$ cat src/rtl/sat_counter.sv
// Saturating up-counter with synchronous clear (clear beats increment).
module sat_counter #(
    parameter int W = 8
) (
    input  logic         clk,
    input  logic         reset,
    input  logic         clr,
    input  logic         inc,
    output logic [W-1:0] count
);

    localparam logic [W-1:0] ONE = {{(W-1){1'b0}}, 1'b1};

    // Hold at all-ones instead of wrapping.
    always_ff @(posedge clk or posedge reset) begin
        if (reset)
            count <= '0;
        else if (clr)
            count <= '0;
        else if (inc && (count != {W{1'b1}}))
            count <= count + ONE;
    end

endmodule

$ cat config.mk
export PLATFORM = sky130hd
export DESIGN_NAME = sat_counter
export DESIGN_NICKNAME = d
export VERILOG_FILES = /design/src/rtl/sat_counter.sv
export SDC_FILE = /design/constraint.sdc
export NUM_CORES = 1
export LEC_CHECK = 0
export ABC_AREA = 1
export CAP_MARGIN = 20
export CORE_AREA = 2 2 39 41
export DETAILED_ROUTE_END_ITERATION = 7
export DIE_AREA = 0 0 41 43
export PLACE_DENSITY = 0.74
export SLEW_MARGIN = 10
export SYNTH_ARGS = -nofsm -noshare
export SYNTH_HDL_FRONTEND = slang
export SYNTH_SLANG_ARGS = --single-unit
$ cat constraint.sdc
create_clock -name clk -period 2.7 [get_ports clk]
set_clock_uncertainty 0.15 [all_clocks]
set_input_delay 0.405 -clock clk [delete_from_list [all_inputs] [get_ports clk]]
set_output_delay 0.405 -clock clk [all_outputs]
set_load 0.02 [all_outputs]
* Word-level counts from Yosys, hierarchy flattened
Index checks and enable logic that the tools add are counted.
** Operators by class
- Add/sub/neg operators :: 1
- Equality and inequality tests :: 1
- Multiplexer cells :: 2
- Reduce and logical (&&, ||, !) cells :: 2
** Operators with widths (number)
- 8-bit 2-to-1 mux :: 2
- 8-bit by 1-bit adder with 8-bit output (second input constant) :: 1
- 8-bit inequality test (second input constant) :: 1
- 2-bit nonzero test :: 1
- 1-bit logical AND :: 1
** Word-level totals
- Flip-flop bits (word level) :: 8
- Bits of input ports :: 4
- Word-level logic and storage cells :: 7

* Depth between registers and ports, before layout
Gate-level depths: netlist (run 1).
- Depth in word-level cells :: 4
- Gate-level depth with buffers :: 9

* Worst setup path before layout (run 1)
OpenSTA, ideal clock, no wires.
- Kind :: register to register
- Start point :: register count[0]
- End point :: register count[4]
- Arrival time :: 1.308 ns
- Slack :: 1.177 ns
- Stages on the path, launching flop included :: 9
- Path buffers :: 0
- Cells stage by stage :: dfrtp_1 > ha_1 > nand2_2 > nor2_4 > nand2_2 > nand2_4 > nor2_1 > nand2_1 > nand2_1
** Between the ends
- Longest elaborated chain between the ends :: 3
- Elaborated cells between the ends (all ways) :: 6
** RTL lines
- start, declared :: RTL line 9 : output logic [W-1:0] count
- start signal, assigned :: RTL line 21 : count <= count + ONE;
- 8-bit by 1-bit adder with 8-bit output / 8-bit inequality test (equally long branches) :: RTL line 21, 20
- 8-bit 2-to-1 mux / 1-bit logical AND (equally long branches) :: RTL line 20 : else if (inc && (count != {W{1'b1}}))
- 8-bit 2-to-1 mux / 2-bit nonzero test (equally long branches)
Parallel ways exist; a longest one is shown, timed or not. The select of a mux whose other input is x is not followed.
A chain may end at the register's enable or synchronous reset.

* Final worst setup path (run 1)
- Start point :: register count[5]
- End point :: output port count[5]
No word-level cell between the ends.

==> metrics.txt, run 1 <==
post-route ant nets=0; #FFs+latches synth=8; Fill cells=140; Skew-Pair Late Insertion Delay=260 ps; clk sinks=8; Reg2Reg Depth=8; # resized after CTS=0; max incr delay on CP=640 ps; Tmin final=1890 ps; largest cells by area after synthesis=dfrtp_1 40%, nand2_1 19%, inv_1 7.4%; RSZ-0062 raised after global routing=false; Biggest register=count; Seq. cell area=200 µm²; Syn Inst Count=69; # IOs=12; final setup margin=805 ps; CP delay by family, top=buffers and inverters; IO buf count=11; Pwr per Cell Area=391 nW/µm²; largest area contributor in the netlist=dfrtp_1; NetSw=0.0669 mW; max reg flops=8; GR Overflow Total=0; clk buf depth=2; Crit Path Max Fanout=6; Crit Reg-Reg Endpoint=count[4]; worst min path class=in -> async; Clock power frac=36.1%; Final period util=70.2%; DRC=0; Top Registers=count x8; commonest non-fill, non-tap cell in the layout=nand2_1; CTS tree=done; Clock transition at path regs=50 ps; Crit. Startpoint=count[5]; Tot GR Track Use=15.6%; Final setup viols=0; setup TNS=0 ps; initial antenna violation count=0; outcome=complete, no violations; Peak VDD IR=0.201 mV; via count=459; Pint=0.191 mW; slowest cell on the critical path=clkdlybuf4s50_1; layout cells sized above 1=12.0%; share of the synthesized area in the top cell type=39.5%; Max Cap Viol=0; CTS H-tree depth=1; Setup WS pre-CTS=1010 ps; Setup Fix Bufs, Post-CTS=0; Rows=14; Net count, final=90; reg2reg setup slack=1070 ps; total wire length=1.05 mm; Finished Cell Area=659 µm²; worst-margin pin slew=361 ps; largest net degree at the start of global routing=9; Leak=0.343 nW; starting density of the core=36.6%; die width=41 µm; FF-to-FF Start=count[0]; buffer and inverter count on the worst path=1; Inserted Clock Buffers=3; area grow syn2layout=30.1%; drt first pass iters=4; DP Cell Count=96; multi-input logic area=260 µm²; Reg power frac=49.6%; routed len/inst=10.6 µm; slew margin rel.=75.9%; CP Capture Type=output port; post-synthesis sequential area ratio=39.5%; Die Span Y=43 µm; Vias/cell=4.64; dpl cell area=637 µm²; clock root buffer=clkbuf_4; Switching Fraction=26.0%; syn nets=74; first-pass GRT wire length=1.81 mm; number of global-route vias before repair=452; RePlAce Congestion=0.731; Syn Area/Cell=7.34 µm²; Gate power share=14.3%; Total Die Area=1760 µm²; commonest non-fill, non-tap cells in the layout=25 x nand2_1, 11 x clkdlybuf4s50_1, 10 x inv_1; Startpoint Class=flip-flop; # hold bufs at CTS=0; drt initial violations=3; Max Fclk=0.528 GHz; final slew viol count=0; core box area=1380 µm²; worst setup path class=reg -> out; Post-Syn Area=507 µm²; Distinct cells, synth=16; dpl hpwl=825 µm; Antenna Cells=0; Post-Layout Cell Count=99; Req. time, crit path=2140 ps; crit-path cells=clkdlybuf4s50_1; synth warn=0; Final Hold Fails=0; Worst Path Arrival=1340 ps
## per-stage QoR
step / hold slack, ps / utilization, % / power, mW
final: 241 / 47.6 / 0.258
after global routing: 286 / 47.6 / 0.273
after CTS: 250 / 47.6 / 0.261
after detailed placement: 379 / 46.0 / 0.168
after global placement: 365 / 46.0 / 0.167
after floorplan: 70.7 / - / 0.150
## power groups by stage
stage / clock, mW / combinational, mW / sequential (mW)
2_1_floorplan: 0 / 0.0162 / 0.134
3_5_place_dp: 0 / 0.0376 / 0.130
6_report: 0.0930 / 0.0369 / 0.128
3_3_place_gp: 0 / 0.0371 / 0.130
4_1_cts: 0.0955 / 0.0376 / 0.128
5_1_grt: 0.103 / 0.0408 / 0.129
## cell usage after synthesis
cell,count
inv_1,10
nand2_2,2
clkinv_4,1
nand2_4,2
nand2_1,25
nor2_2,1
nor3b_1,1
nor2_1,5
nand3_1,5
nor2_4,1
o21ai_1,1
xor2_1,3
a21oi_1,2
dfrtp_1,8
ha_1,1
xnor2_1,1
## layout make-up
| cell class | count | area share (%) |
|---|---|---|
| clock buffer | 3 | 3.42 |
| timing repair buffer | 11 | 16.7 |
| inverter | 11 | 7.02 |
| sequential | 8 | 30.4 |
| multi-input combinational | 50 | 39.5 |
| tap | 16 | 3.04 |
## routing by layer
metal	global-route usage, %	part of all wire, %	wire, µm	vias to the layer above
met4	12.0	3.2	33	0
li1	-	-	-	239
met1	20.0	47	490	206
met2	21.9	46	486	10
met3	3.14	3.4	36	4
met5	0	0	0	-
## worst max path at each step
stage                     endpoint  slack [ps]  depth (start not counted)
after detailed placement  count[4]        1010                          5
after floorplan           count[4]        1180                          8
after CTS                 count[5]         790                          1
final                     count[5]         810                          1
after global routing      count[5]         740                          1
after global placement    count[3]        1050                          5
## kinds of logic (layout without fill, tap and decap cells)
| family | count (synthesis) | count (layout) | share of synthesized area (%) |
|---|---|---|---|
| AOI/OAI and AO/OA | 3 | 3 | 2.96 |
| xor gates and xnor gates | 4 | 4 | 6.91 |
| adders and majority gates | 1 | 1 | 2.47 |
| buffers and inverters | 11 | 25 | 9.14 |
| DFF | 8 | 8 | 39.5 |
| and+or+nand+nor | 42 | 42 | 39.0 |
Power figures use the tool's default switching activity.
==> run 2, diff against run 1 <==
--- a/config.mk
+++ b/config.mk
@@ -10,7 +10,7 @@
 export CORE_AREA = 2 2 39 41
 export DETAILED_ROUTE_END_ITERATION = 7
 export DIE_AREA = 0 0 41 43
-export PLACE_DENSITY = 0.74
+export PLACE_DENSITY = 0.76
 export SLEW_MARGIN = 10
 export SYNTH_ARGS = -nofsm -noshare
 export SYNTH_HDL_FRONTEND = slang
==> constraint.sdc (replaced) <==
create_clock -name clk -period 1.6 [get_ports clk]
set_clock_uncertainty 0.15 [all_clocks]
set_input_delay 0.24 -clock clk [delete_from_list [all_inputs] [get_ports clk]]
set_output_delay 0.24 -clock clk [all_outputs]
set_load 0.02 [all_outputs]
==> run 2 against run 1 <==
Effect of this change: highest routed layer unchanged; global-route usage down 1.5 points; routed wire length shrank 2.6%; worst hold slack got worse by 160 ps; via count up 3.3%; cell area rose by 1.1%; die area unchanged; clock power is 63% higher; critical path type unchanged; critical path depth increased by 1; combinational power up 69%.
==> metrics.txt, run 2 (synthesized netlist as in run 1, its figures left out) <==
outcome=complete, no violations (unchanged); RePlAce Congestion=0.798 (was 0.731); total wire length=1.02 mm (was 1.05 mm); crit-path cells=buf_4 > dlygate4sd2_1 (was clkdlybuf4s50_1); Skew-Pair Late Insertion Delay=250 ps (was 260 ps); Max Cap Viol=0 (unchanged); Peak VDD IR=0.392 mV (was 0.201 mV); CP delay by family, top=buffers and inverters (unchanged); starting density of the core=36.6% (unchanged); GR Overflow Total=0 (unchanged); Final Hold Fails=0 (unchanged); number of global-route vias before repair=431 (was 452); # hold bufs at CTS=0 (unchanged); worst-margin pin slew=317 ps (was 361 ps); Rows=14 (unchanged); CTS H-tree depth=1 (unchanged); Post-Layout Cell Count=101 (was 99); reg2reg setup slack=130 ps (was 1070 ps); layout cells sized above 1=15.3% (was 12.0%); buffer and inverter count on the worst path=2 (was 1); clock root buffer=clkbuf_4 (unchanged); Pwr per Cell Area=644 nW/µm² (was 391 nW/µm²); drt initial violations=13 (was 3); Tot GR Track Use=14.1% (was 15.6%); Req. time, crit path=1210 ps (was 2140 ps); area grow syn2layout=31.6% (was 30.1%); clk buf depth=2 (unchanged); post-route ant nets=0 (unchanged); routed len/inst=10.1 µm (was 10.6 µm); Clock transition at path regs=60 ps (was 50 ps); CTS tree=done (unchanged); Final setup viols=0 (unchanged); final slew viol count=0 (unchanged); Vias/cell=4.69 (was 4.64); core box area=1380 µm² (unchanged); commonest non-fill, non-tap cell in the layout=nand2_1 (unchanged); Tmin final=1480 ps; first-pass GRT wire length=1.66 mm (was 1.81 mm); Inserted Clock Buffers=3 (unchanged); hold_ws=83.5 ps (was 241 ps); Reg2Reg Depth=7 (was 8); slowest cell on the critical path=dfrtp_1 (was clkdlybuf4s50_1); Total Die Area=1760 µm² (unchanged); max reg flops=8 (unchanged); # IOs=12 (unchanged); die width=41 µm (unchanged); DP Cell Count=98 (was 96); IO buf count=11 (unchanged); largest net degree at the start of global routing=9 (unchanged); worst setup path class=reg -> out (unchanged); Max Fclk=0.678 GHz; Final period util=92.2%; DRC=0 (unchanged); initial antenna violation count=0 (unchanged); Die Span Y=43 µm (unchanged); Biggest register=count (unchanged); Setup Fix Bufs, Post-CTS=0 (unchanged); Antenna Cells=0 (unchanged); setup TNS=0 ps (unchanged); CP Capture Type=output port (unchanged); final core utilization=48.2% (was 47.6%); WP depth=2 (was 1); via count=474 (was 459); Net count, final=92 (was 90); Worst Path Arrival=1090 ps (was 1340 ps); total power=0.429 mW (was 0.258 mW); RSZ-0062 raised after global routing=false (unchanged); dpl hpwl=799 µm (was 825 µm); Startpoint Class=flip-flop (unchanged); Leak=0.389 nW (was 0.343 nW); drt first pass iters=4 (unchanged); Crit Path Max Fanout=3 (was 6); clk sinks=8 (unchanged); worst min path class=in -> async (unchanged); max incr delay on CP=380 ps (was 640 ps); slew margin rel.=78.9% (was 75.9%); commonest non-fill, non-tap cells in the layout=25 x nand2_1, 10 x inv_1, 8 x dfrtp_1, 8 x dlygate4sd2_1, 5 x nand3_1 (was 25 x nand2_1, 11 x clkdlybuf4s50_1, 10 x inv_1); Top Registers=count x8 (unchanged)
[run 2: final cells by class]
| type | instances | area [µm²] |
|---|---|---|
| clock buffers | 3 | 22.5 |
| fillers | 132 | 717 |
| inverters | 11 | 46.3 |
| multi-input cells | 50 | 263 |
| flip-flops and latches | 8 | 200 |
| well taps | 16 | 20.0 |
| repair buffers | 13 | 115 |
[run 2: worst register-to-register path, stage by stage (launching register included)]
cell	delay [ps]
dfrtp_1	400
ha_1	230
nand2_2	100
nor2_4	50
a21oi_1	220
nand3_1	100
nand2_1	70
inv_1	30
[run 2: metrics by stage]
stage / worst slack, ps / area [µm²]
after floorplan: 76.9 / 507
after global placement: 113 / 652
after detailed placement: 59.4 / 652
after CTS: 42.4 / 664
after global routing: 42.4 / 667
final: 124 / 667
[run 2: metal layers]
layer  global-route usage [%]  vias to the layer above  wire length (µm)
met5                        0                        -                 0
met4                     8.00                        0                 9
met3                     3.14                        2                46
met2                     21.3                       13               483
met1                     17.7                      219               480
li1                         -                      240                 -
[run 2: what timing repair did]
item                                    CTS  global route
endpoints found under the setup margin    8             5
hold endpoints to repair                  0             0
gates resized for setup                   8             1
[run 2: report_power, final]
group	internal [mW]	switching [mW]	leakage [nW]
clock network	0.0857	0.0664	0.0138
registers	0.209	0.00622	0.110
logic	0.0255	0.0366	0.265
[run 2: final timing paths]
check | from | end
worst max-delay path | count[0] | count[0]
worst min-delay path | reset | count[1]
worst max register to register | count[1] | count[7]
worst min register to register | count[1] | count[1]
max in group asynchronous | reset | count[6]
min in group clk | count[1] | count[1]
==> run 3, diff against run 2 <==
--- a/config.mk
+++ b/config.mk
@@ -5,7 +5,7 @@
 export SDC_FILE = /design/constraint.sdc
 export NUM_CORES = 1
 export LEC_CHECK = 0
-export ABC_AREA = 1
+export ABC_CLOCK_PERIOD_IN_PS = 1600
 export CAP_MARGIN = 20
 export CORE_AREA = 2 2 39 41
 export DETAILED_ROUTE_END_ITERATION = 7
==> run 3 against run 2 <==
Effect of this change: largest power group unchanged; largest cell class unchanged; combinational power is 5.9% higher; total power increased by 7.4%; worst hold slack got worse by 6.9 ps; cell area rose by 12%.
==> metrics.txt, run 3 <==
starting density of the core=36.4% (was 36.6%); worst-margin pin slew=342 ps (was 317 ps); Worst Path Arrival=1590 ps (was 1090 ps); Syn Inst Count=49 (was 69); largest cells by area after synthesis=dfrtp_1 40%, mux2_4 12%, nor2b_1 5.0% (was dfrtp_1 40%, nand2_1 19%, inv_1 7.4%); Leak=0.366 nW (was 0.389 nW); routed len/inst=13.9 µm (was 10.1 µm); # IOs=12 (unchanged); Req. time, crit path=1610 ps (was 1210 ps); initial antenna violation count=0 (unchanged); crit-path cells=ha_4 > and3_4 > a211oi_4 > mux2_4 (was buf_4 > dlygate4sd2_1); post-route ant nets=0 (unchanged); Synth Area in XOR/XNOR=0% (was 6.91%); via count=475 (was 474); RSZ-0062 raised after global routing=true (was false); post-synthesis sequential area ratio=39.7% (was 39.5%); first-pass GRT wire length=1.99 mm (was 1.66 mm); drt initial violations=14 (was 13); Max Cap Viol=0 (unchanged); Setup Fix Bufs, Post-CTS=0 (unchanged); syn nets=54 (was 74); Crit Path Max Fanout=3 (unchanged); clock root buffer=clkbuf_4 (unchanged); mux contribution to synthesized area=13.9% (was 0%); Biggest register=count (unchanged); Gate power share=14.3% (was 14.5%); Setup WS pre-CTS=-209 ps (was 59.4 ps); Final setup viols=0 (unchanged); Inserted Clock Buffers=3 (unchanged); largest area contributor in the netlist=dfrtp_1 (unchanged); largest net degree at the start of global routing=11 (was 9); clk sinks=8 (unchanged); top-count cell post-synth=dfrtp_1 (was nand2_1); Post-Syn Area=504 µm² (was 507 µm²); largest family of logic cells by synthesized area=simple AND/OR/NAND/NOR gates (unchanged); NetSw=0.122 mW (was 0.109 mW); commonest non-fill, non-tap cells in the layout=9 x buf_4, 8 x dlygate4sd2_1, 5 x dfrtp_2 (was 25 x nand2_1, 10 x inv_1, 8 x dfrtp_1, 8 x dlygate4sd2_1, 5 x nand3_1); GR Overflow Total=0 (unchanged); core box area=1380 µm² (unchanged); Skew-Pair Late Insertion Delay=270 ps (was 250 ps); most common flop cell mapped by yosys=dfrtp_1 (unchanged); Top Registers=count x8 (unchanged); CTS H-tree depth=1 (unchanged); Tot GR Track Use=18.0% (was 14.1%); commonest non-fill, non-tap cell in the layout=buf_4 (was nand2_1); setup TNS=0 ps (unchanged); synth warn=0 (unchanged); Switching Fraction=26.5% (was 25.5%); Syn Area/Cell=10.3 µm² (was 7.34 µm²); buffer and inverter count on the worst path=0 (was 2); Vias/cell=5.40 (was 4.69); Pwr per Cell Area=617 nW/µm² (was 644 nW/µm²); final setup margin=13.3 ps (was 124 ps); max incr delay on CP=430 ps (was 380 ps); Net count, final=78 (was 92); Tmin final=1590 ps (was 1480 ps); total power=0.461 mW (was 0.429 mW); Final period util=99.2% (was 92.2%); CP Capture Type=flip-flop (was output port); Distinct cells, synth=25 (was 16); Reg power frac=46.5% (was 50.1%); CTS tree=done (unchanged); outcome=complete, no violations (unchanged); Startpoint Class=flip-flop (unchanged); Antenna Cells=0 (unchanged); total wire length=1.23 mm (was 1.02 mm); share of the synthesized area in the top cell type=39.7% (was 39.5%); number of global-route vias before repair=450 (was 431); Clock transition at path regs=60 ps (about the same); simple-gate portion of the synthesized area=23.8% (was 39.0%); IO buf count=11 (unchanged); final slew viol count=0 (unchanged); Clock power frac=39.2% (was 35.4%); #FFs+latches synth=8 (unchanged); RePlAce Congestion=0.837 (was 0.798); Total Die Area=1760 µm² (unchanged); number of synthesized flops with an enable pin=0 (unchanged); dpl hpwl=884 µm (was 799 µm); Fill cells=138 (was 132); die width=41 µm (unchanged); Rows=14 (unchanged); Final Hold Fails=0 (unchanged); clk buf depth=2 (unchanged); worst setup path class=reg -> reg (was reg -> out); Synth Area in Compound Gates=15.6% (was 2.96%); worst min path class=in -> async (unchanged); CP delay by family, top=flip-flops (was buffers and inverters); Synth Area in Adders=2.48% (was 2.47%); max reg flops=8 (unchanged); final core utilization=54.0% (was 48.2%); Synth async-reset ratio=100% (unchanged); layout cells sized above 1=40.3% (was 15.3%); area grow syn2layout=48.1% (was 31.6%); slowest cell on the critical path=dfrtp_2 (was dfrtp_1); drt first pass iters=4 (unchanged); most instantiated cells after synthesis=8 x dfrtp_1, 4 x mux2_4, 4 x nand2_1, 4 x nor2_1, 4 x nor2b_1 (was 25 x nand2_1, 10 x inv_1, 8 x dfrtp_1); DRC=0 (unchanged); Max Fclk=0.630 GHz (was 0.678 GHz); Peak VDD IR=0.336 mV (was 0.392 mV); slew margin rel.=77.2% (was 78.9%); Pint=0.339 mW (was 0.320 mW); Die Span Y=43 µm (unchanged)
run 3: changes by cell type in the layout (fill, tap and decap cells not counted), sizes merged, moves of 3 or more:
cell   previous run  this run
nor2b             0         4
nor2              7         4
xor2              3         0
inv              10         2
buf               2        10
nand2            29         4
mux2              0         4
nand3             5         2
run 3: logic make-up after synthesis:
| logic type | Yosys count |
|---|---|
| adder cells (fa/ha/maj) | 1 |
| multiplexers | 5 |
| buffers and inverters | 4 |
| AO/OA/AOI/OAI | 9 |
| AND/OR/NAND/NOR | 22 |
| flip-flops | 8 |
run 3: cell type report:
class | count | area, µm² | share of cell area [%]
timing repair buffer | 21 | 179 | 24.0
sequential | 8 | 206 | 27.6
tap | 16 | 20.0 | 2.68
multi-input combinational | 37 | 308 | 41.2
inverter | 2 | 7.51 | 1.01
clock buffer | 4 | 26.3 | 3.52
run 3: path summary, 6_finish.rpt:
check,cells after the start,to,startpoint,slack (ps)
setup / recovery,4,count[5],count[0],10
hold / removal,2,count[5],reset,80
setup reg to reg,4,count[5],count[0],10
hold reg to reg,2,count[6],count[6],500
max in group asynchronous,2,count[4],reset,950
min in group clk,2,count[6],count[6],500
run 3: routing by layer:
| layer | share of wire [%] | vias up | GRT usage [%] |
|---|---|---|---|
| li1 | - | 221 | - |
| met1 | 42 | 229 | 21.8 |
| met2 | 47 | 20 | 24.4 |
| met3 | 6.4 | 5 | 6.81 |
| met4 | 4.1 | 0 | 14.0 |
| met5 | 0 | - | 0 |
run 3: power by group through the flow:
stage                     sequential [mW]  combinational, mW  clock [mW]
final                               0.214             0.0659       0.181
after global routing                0.214             0.0733       0.205
after CTS                           0.214             0.0652       0.187
after detailed placement            0.217             0.0690           0
after global placement              0.217             0.0670           0
after floorplan                     0.225             0.0254           0
run 3: timing repair:
item                                    CTS  global route
resized for setup                         8             3
gates cloned                              0             0
hold buffers                              0             0
pin swaps                                 0             2
endpoints found under the setup margin    8             1
run 3: metrics by stage:
step	area, µm²	hold slack (ps)	instances
final	747	76.5	88
after global routing	747	113	88
after CTS	734	88.8	88
after detailed placement	718	375	84
after global placement	718	373	84
after floorplan	528	-94.7	49
==> RTL edit, RTL diff (flow settings as in run 2) <==
Put one more register stage on the output `count`, cleared by the reset. The value now appears one clock later.
--- a/src/rtl/sat_counter.sv
+++ b/src/rtl/sat_counter.sv
@@ -13,2 +13,4 @@
 
+    logic [W-1:0] count_s0;
+
     // Hold at all-ones instead of wrapping.
@@ -16,7 +18,15 @@
         if (reset)
+            count_s0 <= '0;
+        else if (clr)
+            count_s0 <= '0;
+        else if (inc && (count_s0 != {W{1'b1}}))
+            count_s0 <= count_s0 + ONE;
+    end
+
+    always_ff @(posedge clk or posedge reset) begin
+        if (reset) begin
             count <= '0;
-        else if (clr)
-            count <= '0;
-        else if (inc && (count != {W{1'b1}}))
-            count <= count + ONE;
+        end else begin
+            count <= count_s0;
+        end
     end
Function: changed (a bounded check fails within 4 cycles, from zero or initial values and one cycle with reset high).
==> RTL edit against run 2 <==
- combinational power increased by 5.0%
- critical path type is now register to register
- cell count grew 15%
- non-clock buffer count grew 2
- sequential cell count grew 8
- global-route usage grew 6.6 points
- first-iteration DRC count fell by 7.7%
- power rose by 76%
- routed wire length grew 31%
- setup slack worse by 0.015 ns
- sequential power increased by 95%
- synthesized area up 39%
- design area is 35% higher
- synthesized cell count rose by 17%
==> RTL edit: results (changes against run 2) <==
.. list-table::
   :header-rows: 1

   * - Metric
     - Value
   * - Result of the run
     - finished, final reports clean
   * - Number of distinct library cells after synthesis
     - 17 (+1)
   * - Met3 layer usage reported by global route
     - 4.712% (+1.6 points)
   * - Violation count after the first detailed-route iteration
     - 12 (-1)
   * - Count of buffers not belonging to the clock network in the layout
     - 15 (+2)
   * - Routing usage on met1
     - 26.30% (+8.6 points)
   * - Crit Reg-Reg Startpoint
     - count_s0[0]
   * - Most common library cells after synthesis
     - nand2_1, dfrtp_1, inv_1, nand3_1, nor2_1
   * - Clock network area share
     - 4.045% (+0.67 points)
   * - Metal3 WL
     - 41 um (-11%)
   * - Post-Synthesis Net Count
     - 86 (+16%)
   * - Transition time at the pin with the least slew margin
     - 0.2143 ns (-0.1025 ns)
   * - Later-pin clock latency in the skew report
     - 0.29 ns (+0.04 ns)
   * - Number of fill cells in the layout
     - 119 (-9.8%)
   * - # clk buffers
     - 4 (+1)
   * - Number of global-route vias before repair
     - 538 (+25%)
   * - Dpl hpwl
     - 943.1 um (+18%)
   * - Comb group
     - 65.3 uW (+5.0%)
   * - Critical Setup Path Class
     - register to register
   * - Wirelength per Cell
     - 11.53 um (+14%)
   * - Worst Reg-to-Reg Cells
     - 9 (+2)
   * - Share of the final layout cell area in multi-input gates
     - 29.85% (-9.6 points)
   * - Highest fanout seen on the critical path
     - 6 (+3)
   * - Sinks on the clock net
     - 16 (+8)
   * - Maximum number of pins on one net before global-route repair
     - 17 (+8)
-- RTL edit: cell count changes after synthesis, sizes merged, moves of 2 or more --
cell	before	now
o21ai	1	3
xor2	3	0
nor2	7	10
nand3	5	7
dfrtp	8	16
-- RTL edit: tightest hold or removal path: cells and delay by family --
family,cells,cell delay [ns]
buffers and inverters,3,0.66
-- RTL edit: kinds of logic (layout without fill, tap and decap cells) --
kind of cell             Yosys count  after routing  synth area share (%)
AO/OA/AOI/OAI                      7              7                 5.328
buffers and inverters             10             29                 6.039
adder cells (fa/ha/maj)            1              1                 1.776
AND/OR/NAND/NOR                   47             47                 30.02
flip-flops                        16             16                 56.84
-- RTL edit: repair_timing --
action,4_1_cts,5_1_grt
hold buffers,0,0
resized for setup,8,2
setup endpoints to repair,8,8
pin swaps,0,0
buffers inserted,0,2
-- RTL edit: through the flow --
stage,std cells,setup slack [ns]
final,116,0.1095
after global routing,116,0.01039
after CTS,114,0.06403
after detailed placement,110,0.08106
after global placement,110,0.08457
after floorplan,81,0.2163
